[config.mk]
export PLATFORM = sky130hd
export DESIGN_NAME = control_unit
export DESIGN_NICKNAME = d
export VERILOG_FILES = /design/src/rtl/control_unit.sv
export SDC_FILE = /design/constraint.sdc
export NUM_CORES = 1
export LEC_CHECK = 0
export ABC_AREA = 0
export CELL_PAD_IN_SITES_DETAIL_PLACEMENT = 0
export CELL_PAD_IN_SITES_GLOBAL_PLACEMENT = 1
export CORE_MARGIN = 3
export CORE_UTILIZATION = 38
export DETAILED_ROUTE_END_ITERATION = 10
export DONT_BUFFER_PORTS = 1
export GPL_ROUTABILITY_DRIVEN = 0
export GPL_TIMING_DRIVEN = 0
export PLACE_DENSITY = 0.88
export REMOVE_ABC_BUFFERS = 1
export SLEW_MARGIN = 25
export SYNTH_ARGS = -nofsm -noshare
export SYNTH_HDL_FRONTEND = slang
export SYNTH_SLANG_ARGS = --single-unit
[constraint.sdc]
create_clock -name clk -period 3.8 [get_ports clk]
set_input_delay 0.19 -clock clk [delete_from_list [all_inputs] [get_ports clk]]
set_output_delay 0.19 -clock clk [all_outputs]
set_load 0.05 [all_outputs]
[src/rtl/control_unit.sv]
// Multi-cycle LEGv8 sequencer: fetch -> decode -> execute (-> mem) driving the DataPath control word.
// Optional macro ILLEGAL_TRAP_EN: unknown opcodes trap into a sticky HALT state instead of acting as NOP.
module control_unit #(
  parameter int FETCH_WAIT = 1
) (
  input  logic        clk,
  input  logic        reset,
  input  logic [31:0] IR_out,
  input  logic        zero,
  output logic        write,
  output logic [4:0]  rdAddrA,
  output logic [4:0]  rdAddrB,
  output logic [4:0]  wrAddr,
  output logic [63:0] K,
  output logic [4:0]  FS,
  output logic        C_in,
  output logic        B_sel,
  output logic        ramWrite,
  output logic        PC_sel,
  output logic [1:0]  PS,
  output logic        IR_load,
  output logic        AS,
  output logic [1:0]  DS,
  output logic [2:0]  state,
  output logic        illegal
);

  typedef enum logic [2:0] {
    ST_RST    = 3'd0,
    ST_FETCH  = 3'd1,
    ST_DECODE = 3'd2,
    ST_EXEC   = 3'd3,
    ST_MEM    = 3'd4,
    ST_HALT   = 3'd5
  } state_t;

  localparam logic [2:0] FW = 3'(FETCH_WAIT);

  state_t     state_q, state_d;
  logic [2:0] cnt_q, cnt_d;

  logic        is_add, is_sub, is_and, is_orr, is_ldur, is_stur, is_addi, is_cbz, is_b;
  logic [63:0] dt_sext, br_sext, cb_sext, imm_zext;

  assign is_add  = (IR_out[31:21] == 11'b10001011000);
  assign is_sub  = (IR_out[31:21] == 11'b11001011000);
  assign is_and  = (IR_out[31:21] == 11'b10001010000);
  assign is_orr  = (IR_out[31:21] == 11'b10101010000);
  assign is_ldur = (IR_out[31:21] == 11'b11111000010);
  assign is_stur = (IR_out[31:21] == 11'b11111000000);
  assign is_addi = (IR_out[31:22] == 10'b1001000100);
  assign is_cbz  = (IR_out[31:24] == 8'b10110100);
  assign is_b    = (IR_out[31:26] == 6'b000101);

  assign dt_sext  = {{55{IR_out[20]}}, IR_out[20:12]};
  assign br_sext  = {{38{IR_out[25]}}, IR_out[25:0]};
  assign cb_sext  = {{45{IR_out[23]}}, IR_out[23:5]};
  assign imm_zext = {52'd0, IR_out[21:10]};

`ifdef ILLEGAL_TRAP_EN
  logic illegal_q, illegal_d;
  assign illegal = illegal_q;
`else
  assign illegal = 1'b0;
`endif

  assign state = state_q;

  always_ff @(posedge clk or negedge reset) begin
    if (!reset) begin
      state_q   <= ST_RST;
      cnt_q     <= 3'd0;
`ifdef ILLEGAL_TRAP_EN
      illegal_q <= 1'b0;
`endif
    end else begin
      state_q   <= state_d;
      cnt_q     <= cnt_d;
`ifdef ILLEGAL_TRAP_EN
      illegal_q <= illegal_d;
`endif
    end
  end

  always_comb begin
    state_d  = state_q;
    cnt_d    = cnt_q;
`ifdef ILLEGAL_TRAP_EN
    illegal_d = illegal_q;
`endif
    write    = 1'b0;
    rdAddrA  = 5'd0;
    rdAddrB  = 5'd0;
    wrAddr   = 5'd0;
    K        = 64'd0;
    FS       = 5'd0;
    C_in     = 1'b0;
    B_sel    = 1'b0;
    ramWrite = 1'b0;
    PC_sel   = 1'b0;
    PS       = 2'b00;
    IR_load  = 1'b0;
    AS       = 1'b0;
    DS       = 2'b00;

    case (state_q)
      ST_RST: begin
        AS      = 1'b1;
        cnt_d   = 3'd0;
        state_d = ST_FETCH;
      end
      ST_FETCH: begin
        AS = 1'b1;
        DS = 2'b01;
        if (cnt_q == FW) begin
          IR_load = 1'b1;
          cnt_d   = 3'd0;
          state_d = ST_DECODE;
        end else begin
          cnt_d = cnt_q + 3'd1;
        end
      end
      ST_DECODE: begin
        rdAddrA = IR_out[9:5];
        rdAddrB = IR_out[20:16];
        state_d = ST_EXEC;
      end
      ST_EXEC: begin
        rdAddrA = IR_out[9:5];
        rdAddrB = IR_out[20:16];
        PS      = 2'b01;
        state_d = ST_FETCH;
        // Opcode widths are tested longest first so short prefixes never shadow R/D-type encodings.
        if (is_add || is_sub || is_and || is_orr) begin
          FS     = is_sub ? 5'b01001 : is_and ? 5'b00000 : is_orr ? 5'b00100 : 5'b01000;
          C_in   = is_sub;
          write  = 1'b1;
          wrAddr = IR_out[4:0];
        end else if (is_ldur) begin
          FS      = 5'b01000;
          B_sel   = 1'b1;
          K       = dt_sext;
          DS      = 2'b01;
          PS      = 2'b00;
          state_d = ST_MEM;
        end else if (is_stur) begin
          FS       = 5'b01000;
          B_sel    = 1'b1;
          K        = dt_sext;
          rdAddrB  = IR_out[4:0];
          ramWrite = 1'b1;
        end else if (is_addi) begin
          FS     = 5'b01000;
          B_sel  = 1'b1;
          K      = imm_zext;
          write  = 1'b1;
          wrAddr = IR_out[4:0];
        end else if (is_cbz) begin
          rdAddrA = IR_out[4:0];
          FS      = 5'b01100;
          K       = cb_sext;
          PS      = zero ? 2'b11 : 2'b01;
        end else if (is_b) begin
          K  = br_sext;
          PS = 2'b11;
        end else begin
`ifdef ILLEGAL_TRAP_EN
          PS        = 2'b00;
          illegal_d = 1'b1;
          state_d   = ST_HALT;
`endif
        end
      end
      ST_MEM: begin
        // The ALU keeps forming the load address while RAM drives the bus into the register file.
        rdAddrA = IR_out[9:5];
        FS      = 5'b01000;
        B_sel   = 1'b1;
        K       = dt_sext;
        DS      = 2'b01;
        write   = 1'b1;
        wrAddr  = IR_out[4:0];
        PS      = 2'b01;
        state_d = ST_FETCH;
      end
      ST_HALT: begin
        state_d = ST_HALT;
      end
      default: begin
        state_d = ST_RST;
      end
    endcase
  end

endmodule

# After elaboration in Yosys (flattened, before gate mapping)
# Index checks and enable logic that the tools add are counted.
# word_totals
reg_bits	6
in_bits	35
word_cells	94
# classes
add_sub_neg	1
n_eq_ne	16
muxes	66
n_reduce_logical	9
# op_table
cell	count
$mux 64	6
$pmux 64 s2	1
$eq 11x11->1 const B	6
$mux 5	12
$mux 4	8
$pmux 5 s2	3
$mux 1	18
$pmux 3 s5	1
$mux 2	7
$mux 3	4
$eq 10x10->1 const B	1
$eq 8x8->1 const B	1
$pmux 4 s2	1
$reduce_or 2->1	4
$eq 3x1->1 const B	2
$eq 3x2->1 const B	2
$eq 3x3->1 const B	2
$eq 6x3->1 const B	1
$pmux 1 s2	3
$pmux 3 s2	1
$pmux 2 s2	1
$add 3x1->3 const B	1
$logic_not 3->1	1
$logic_or 1x1->1	3
2 further kinds	2

# Depth between registers and ports, before layout
# Gate-level depths: netlist of run 1.
# depth
ltp_word	8
ltp_mapped	9

# Worst setup path after synthesis of run 1
# Ideal clock, no wire load.
# synth_timing
path_type	register to output
start	register state_q[0] (netlist: state[0])
end	output port K[26]
arrival_ps	5245
required_time_ps	3610
path_slack_ps	-1635
path_stages_with_launch	7
path_buffers	2
path_cell_list	dfrtp_1 buf_2 nand3b_1 a31oi_2 o2111ai_1 o21ai_0 buf_4
# synth_between
elab_chain_cells	2
# synth_rtl
element	line	source
from (decl)	39	state_t state_q, state_d;
from (signal assigned)	77	state_q <= state_d;
$eq 3x3->1 / $eq 3x2->1 (equally long branches)	106	case (state_q)
$pmux 64 s2 (*)	106	
to (decl)	14	output logic [63:0] K,
# Mark *: on every way between the ends. The rest lies on a longest branch, timed or not.

# Final worst setup path of run 1
# layout_timing
start	register state_q[2] (netlist: state[2])
end	output port K[58]
# The elaborated chain is that of the path after synthesis.

==> flow_summary.toml, run 1 <==
[final_layout]
antennaDiodeCount = 0
fillerInstances = 512
area_growth_pct = 5.588
drive_above_1_share_pct = 18.85
utilization_pct = 42.21
layout.nets = 281

[global_route]
globalRouteOverflowTotal = 0
global_route_wire_length_before_repair_um = 9853
maximum_number_of_pins_on_one_net_before_global_route_repair = 32
first_global_vias = 1890
grtUsageTotal_pct = 19.83
grt_antenna_before_repair = 0

[floorplanning]
core-area_um2 = 4817
die-height_um = 77.19
standard_cell_rows = 25
pin_count = 134
die_area_um2 = 5958
die_w_um = 77.19
initial_utilization_pct = 39.97

[worst_setup_path]
arrival_time_at_the_worst_endpoint_ns = 4.02
crit_path_cell_trace = "nand3b_1 > a31oi_4 > o2111ai_4 > o21ai_4 > buf_12 > buf_16 > buf_16 > buf_16 > buf_16 > buf_16 > buf_16"
required_ns = 3.61
r2r_start = "state[1]"
worst_setup_path_start_kind = "register"
crit_type = "reg -> out"
critical-path-slowest-cell = "o21ai_4"
crit_path_end_kind = "primary output"
max_stage_delay_ns = 0.56
worst-path-max-fanout = 7
worst_reg2reg_setup_slack_ns = 1.97
launching_element_of_the_worst_setup_path = "state[2]"
cp_common_cell = "buf_16"

[sta]
setup_ws_ns = -0.4117
unrepaired_setup_endpoints_after_global_routing = "yes"
finalCritPeriodShare_pct = 110.8
max_slew.worst_pin.slew_ns = 1.045
final_max_slew_viol_count = 0
max_clock_freq_ghz = 0.2374
slew_headroom_pct = 30.45
final-hold-violation-count = 0
timing.clock.skew_ns = 0.0006521
period_needed_ns = 4.212
setup_violations = 8

[yosys]
dominantRegCellSynth = "dfrtp_1"
synth-warning-count = 0
synth.yosys.seq_area_share_pct = 7.797
syn-cell-area_um2 = 1926
yosysTopAreaCell = "buf_4"
ys_seq_elements = 6
edff_count_synth = 0
yosys-top-cells-count = "buf_4, nor2_1, o21ai_0"
postSynthAreaPerCell_um2 = 6.828
post-synth-top-area-fraction_pct = 16.76
synth_cells = 282
synth_cell_types = 49
most_frequent_cell_after_synthesis = "buf_4"
synthArstFlopShare_pct = 100.0
synth.top_cells.by_area = "buf_4, dfrtp_1, o211ai_1"

[placement]
place_worst_setup_slack_ns = -1.835
numPortBuffers = 0
dp.final_hpwl_um = 4899

[clock_network]
clk_latency_ns = 0.22
clkSinkCount = 6
clock_tree_from_tritoncts = "done"
clock_transition_time_at_the_flip_flop_clock_pins_of_the_worst_setup_and_hold_paths_ns = 0.03
clock_tree_root = "clkbuf_8"
cts_max_level = 1
cts_made_buffers = 3
clockBufferDepth = 2

[detailed_routing]
post-route-drc-count = 0
drt_iter0_markers = 180
post_drt_wl_per_cell_um = 20.47
postRouteAntennaNets = 0
detailed_routing_iteration_count_for_the_pre_antenna_repair_pass = 4
dr_total_vias = 1974
routed_via_density = 6.347
routed_wire_length_um = 6365

[power]
irDropWorstVdd_uv = 168.7
leakage_nw = 0.7725
ratio_of_total_power_to_cell_area_nw_per_um2 = 354.8

[run]
maxCapViolCount = 0

[hold_path]
worstHoldPathType = "in -> reg"
worstHoldStart = "IR_out[22]"

[outcome]
violations_in_the_final_reports = "setup timing"
status = "finished with violations"
[per-stage QoR]
| stage | std cells | TNS [ns] | power (W) | hold WS, ns | area (um^2) |
|---|---|---|---|---|---|
| floorplan | 224 | -1505.12 | 0.0005035 | -0.1056 | 1511 |
| global placement | 291 | -1559.82 | 0.0005573 | -0.1055 | 1595 |
| detailed placement | 301 | -28.01 | 0.0005756 | -0.1055 | 1819 |
| CTS | 309 | -6.425 | 0.0007099 | 0.1464 | 1987 |
| global route | 311 | -2.861 | 0.0007651 | 0.1476 | 2033 |
| finish | 311 | -2.189 | 0.0007213 | 0.1449 | 2033 |
[where the power goes]
part,internal (W),switching (W)
Sequential,0.0000843,0.0000589
Clock,0.0000677,0.0000240
Combinational,0.000107,0.000380
[registers in the layout, indices dropped and copies added (netlist names)]
signal	count
cnt_q	3
state	3
[what timing repair did]
item | in CTS | in global routing
hold endpoints to repair | 6 | 0
setup buffers | 4 | 1
gates resized for setup | 17 | 3
setup endpoints to repair | 36 | 12
pin swaps | 3 | 2
hold buffers | 1 | 0
[cells by family after synthesis]
family                 synth area share [%]
AND/OR/NAND/NOR                       31.71
buffers and inverters                 24.82
flip-flops                            7.797
other                                0.1947
AO/OA/AOI/OAI                         33.92
multiplexers                          1.560
[layout make-up]
cell class                      count  area [um^2]  share of cell area [%]
Timing Repair Buffer               17        307.8                   15.14
Multi-Input combinational cell    205         1393                   68.49
Inverter                           13        48.80                   2.400
Sequential cell                     6        158.9                   7.815
Clock buffer                        3        41.29                   2.031
Tap cell                           67        83.83                   4.123
[layout by cell type (no fill, tap or decap), drive strengths merged, types with 2 or more instances in the layout]
cell and count:
o211ai 17, nand4 11, nand3b 3, nand2b 4
nand3 20, a21oi 16, clkbuf 3, buf 16
and2 3, a22oi 13, conb 5, mux2i 3
nand2 11, o21ai 23, a22o 5, nor3 4
nor2b 8, o311ai 2, o2bb2ai 2, and4bb 2
or2 2, dfrtp 6, and3 2, nor4bb 3
inv 13, nor2 24, a31oi 2, a221oi 6
o31ai 2
[worst paths after layout]
check,end,cells after the start
max reg2reg,cnt_q[1],6
min,state[2],1
max in group asynchronous,state[0],1
min reg2reg,cnt_q[2],1
min in group asynchronous,state[1],1
max,K[58],11
[layer usage]
metal / vias to the layer above / share of wire [%] / GRT usage, %
met4: 0 / 1.2 / 6.406
li1: 932 / - / -
met1: 938 / 41 / 25.19
met3: 8 / 9.1 / 4.695
met5: - / 0 / 0
met2: 96 / 49 / 32.82
[critical path, delay by kind of cell (launching register included)]
| kind | cells | cell delay [ns] |
|---|---|---|
| compound gates | 3 | 0.94 |
| simple gates | 1 | 0.28 |
| flops | 1 | 0.53 |
| buf+inv | 7 | 2.01 |
Power figures use the tool's default switching activity.
==> run 2: changes to the inputs <==
--- a/config.mk
+++ b/config.mk
@@ -16,6 +16,7 @@
 export GPL_TIMING_DRIVEN = 0
 export PLACE_DENSITY = 0.88
 export REMOVE_ABC_BUFFERS = 1
+export SKIP_CTS_REPAIR_TIMING = 1
 export SLEW_MARGIN = 25
 export SYNTH_ARGS = -nofsm -noshare
 export SYNTH_HDL_FRONTEND = slang
==> flow_summary.toml, run 2 (synthesized netlist as in run 1, its figures left out) <==
[clock_network]
clock_tree_root = "clkbuf_8"
clock_transition_time_at_the_flip_flop_clock_pins_of_the_worst_setup_and_hold_paths_ns = 0.03
clk_latency_ns = 0.22
clock_tree_from_tritoncts = "done"
cts_max_level = 1
clockBufferDepth = 2
clkSinkCount = 6
cts_made_buffers = 3

[hold_path]
hold_path_depth = 1
worstHoldStart = "IR_out[22]"
timing.hold.worst_endpoint = "state[2]"
worstHoldPathType = "in -> reg"

[detailed_routing]
dr_total_vias = 2020
post-route-drc-count = 0
postRouteAntennaNets = 0
drt_iter0_markers = 155
routed_via_density = 6.433
detailed_routing_iteration_count_for_the_pre_antenna_repair_pass = 5
routed_wire_length_um = 6320
post_drt_wl_per_cell_um = 20.13

[placement]
dp.final_hpwl_um = 4899
place_area_um2 = 1819
numPortBuffers = 0

[power]
leakage_nw = 0.7856
p_int_w = 0.0002761
swShare_pct = 62.73
pwr-share-comb_pct = 68.3
ratio_of_total_power_to_cell_area_nw_per_um2 = 361.0
pwr-share-seq_pct = 19.3
irDropWorstVdd_uv = 175.0
switchingPower_w = 0.0004647
clkPwrFrac_pct = 12.4

[sta]
unrepaired_setup_endpoints_after_global_routing = "yes"
setup_ws_ns = -0.4951
final-hold-violation-count = 0
timing.clock.skew_ns = 0.001240
period_needed_ns = 4.295
slew_headroom_pct = 31.11
finalCritPeriodShare_pct = 113.0
setup_violations = 8
final_max_slew_viol_count = 0
max_clock_freq_ghz = 0.2328
max_slew.worst_pin.slew_ns = 1.027
hold-worst-slack_ns = 0.1473

[worst_setup_path]
crit_type = "reg -> out"
r2r_cells = 6
arrival_time_at_the_worst_endpoint_ns = 4.11
worst-path-max-fanout = 7
crit_path_end_kind = "primary output"
r2r_start = "state[1]"
required_ns = 3.61
launching_element_of_the_worst_setup_path = "state[2]"
worst_setup_path_start_kind = "register"
worst_reg2reg_setup_slack_ns = 1.95
critical_path.reg2reg.endpoint = "cnt_q[1]"

[floorplanning]
pin_count = 134
die-height_um = 77.19
core-area_um2 = 4817
initial_utilization_pct = 39.97
standard_cell_rows = 25
die_area_um2 = 5958
die_w_um = 77.19

[final_layout]
drive_above_1_share_pct = 19.03
layout.nets = 284
area_growth_pct = 6.563
stdcell_area_um2 = 2052
fillerInstances = 519
final_cell_mix = "nor2_1, nand3_1, o211ai_1, o21ai_1, a21oi_1"
antennaDiodeCount = 0
utilization_pct = 42.60
layout_commonest_cell = "nor2_1"

[global_route]
globalRouteOverflowTotal = 0
grt_antenna_before_repair = 0
grtUsageTotal_pct = 19.55
maximum_number_of_pins_on_one_net_before_global_route_repair = 32
first_global_vias = 1848
global_route_wire_length_before_repair_um = 9708

[outcome]
status = "finished with violations"
violations_in_the_final_reports = "setup timing"

[run]
maxCapViolCount = 0
run 2: cell count changes in the layout (fill, tap and decap cells not counted), sizes merged:
cell	delta
buf	+3
run 2: how the worst max path moves through the flow:
stage                     endpoint  slack, ns  cells past startpoint
final                        K[58]      -0.50                     11
after global placement       K[58]     -39.60                      4
after floorplan              K[25]     -38.56                      4
after global routing         K[44]      -0.57                     11
after CTS                    K[58]      -2.07                     11
after detailed placement     K[58]      -1.83                     11
run 2: per-layer routing:
layer	share of wire, %	global-route usage, %	wire length, um
met1	41	25.28	2595
met2	48	32.47	3045
met3	9.5	4.460	601
met4	1.2	5.160	78
met5	0	0	0
run 2: final cells by class:
class	count	area (um^2)	share of cell area (%)
Inverter	13	48.80	2.378
Clock buffer	3	41.29	2.012
Tap cell	67	83.83	4.085
Timing Repair Buffer	20	330.3	16.10
Multi-Input combinational cell	205	1389	67.68
Sequential cell	6	158.9	7.744
run 2: stage by stage:
| step | TNS [ns] | power (W) | setup WS (ns) | std cells |
|---|---|---|---|---|
| 2_1_floorplan | -1505.12 | 0.0005035 | -38.56 | 224 |
| 3_3_place_gp | -1559.82 | 0.0005573 | -39.60 | 291 |
| 6_report | -2.857 | 0.0007408 | -0.4951 | 314 |
| 5_1_grt | -3.452 | 0.0007837 | -0.5718 | 314 |
| 4_1_cts | -36.40 | 0.0006689 | -2.070 | 304 |
| 3_5_place_dp | -28.01 | 0.0005756 | -1.835 | 301 |
run 2: power by group through the flow:
stage                     clock network, W  logic, W  registers (W)
after floorplan                          0  0.000375       0.000129
after detailed placement                 0  0.000439       0.000137
after global routing              0.000100  0.000536       0.000147
after global placement                   0  0.000421       0.000136
final                            0.0000918  0.000506       0.000143
after CTS                        0.0000937  0.000439       0.000136
run 2: worst max-delay path: stages (launching register included):
cell       delay, ns
dfrtp_2         0.53
nand3b_1        0.31
a31oi_4         0.28
o2111ai_4       0.17
o21ai_4         0.54
buf_12          0.34
buf_16          0.28
buf_16          0.28
buf_16          0.28
buf_16          0.28
buf_16          0.28
buf_16          0.27
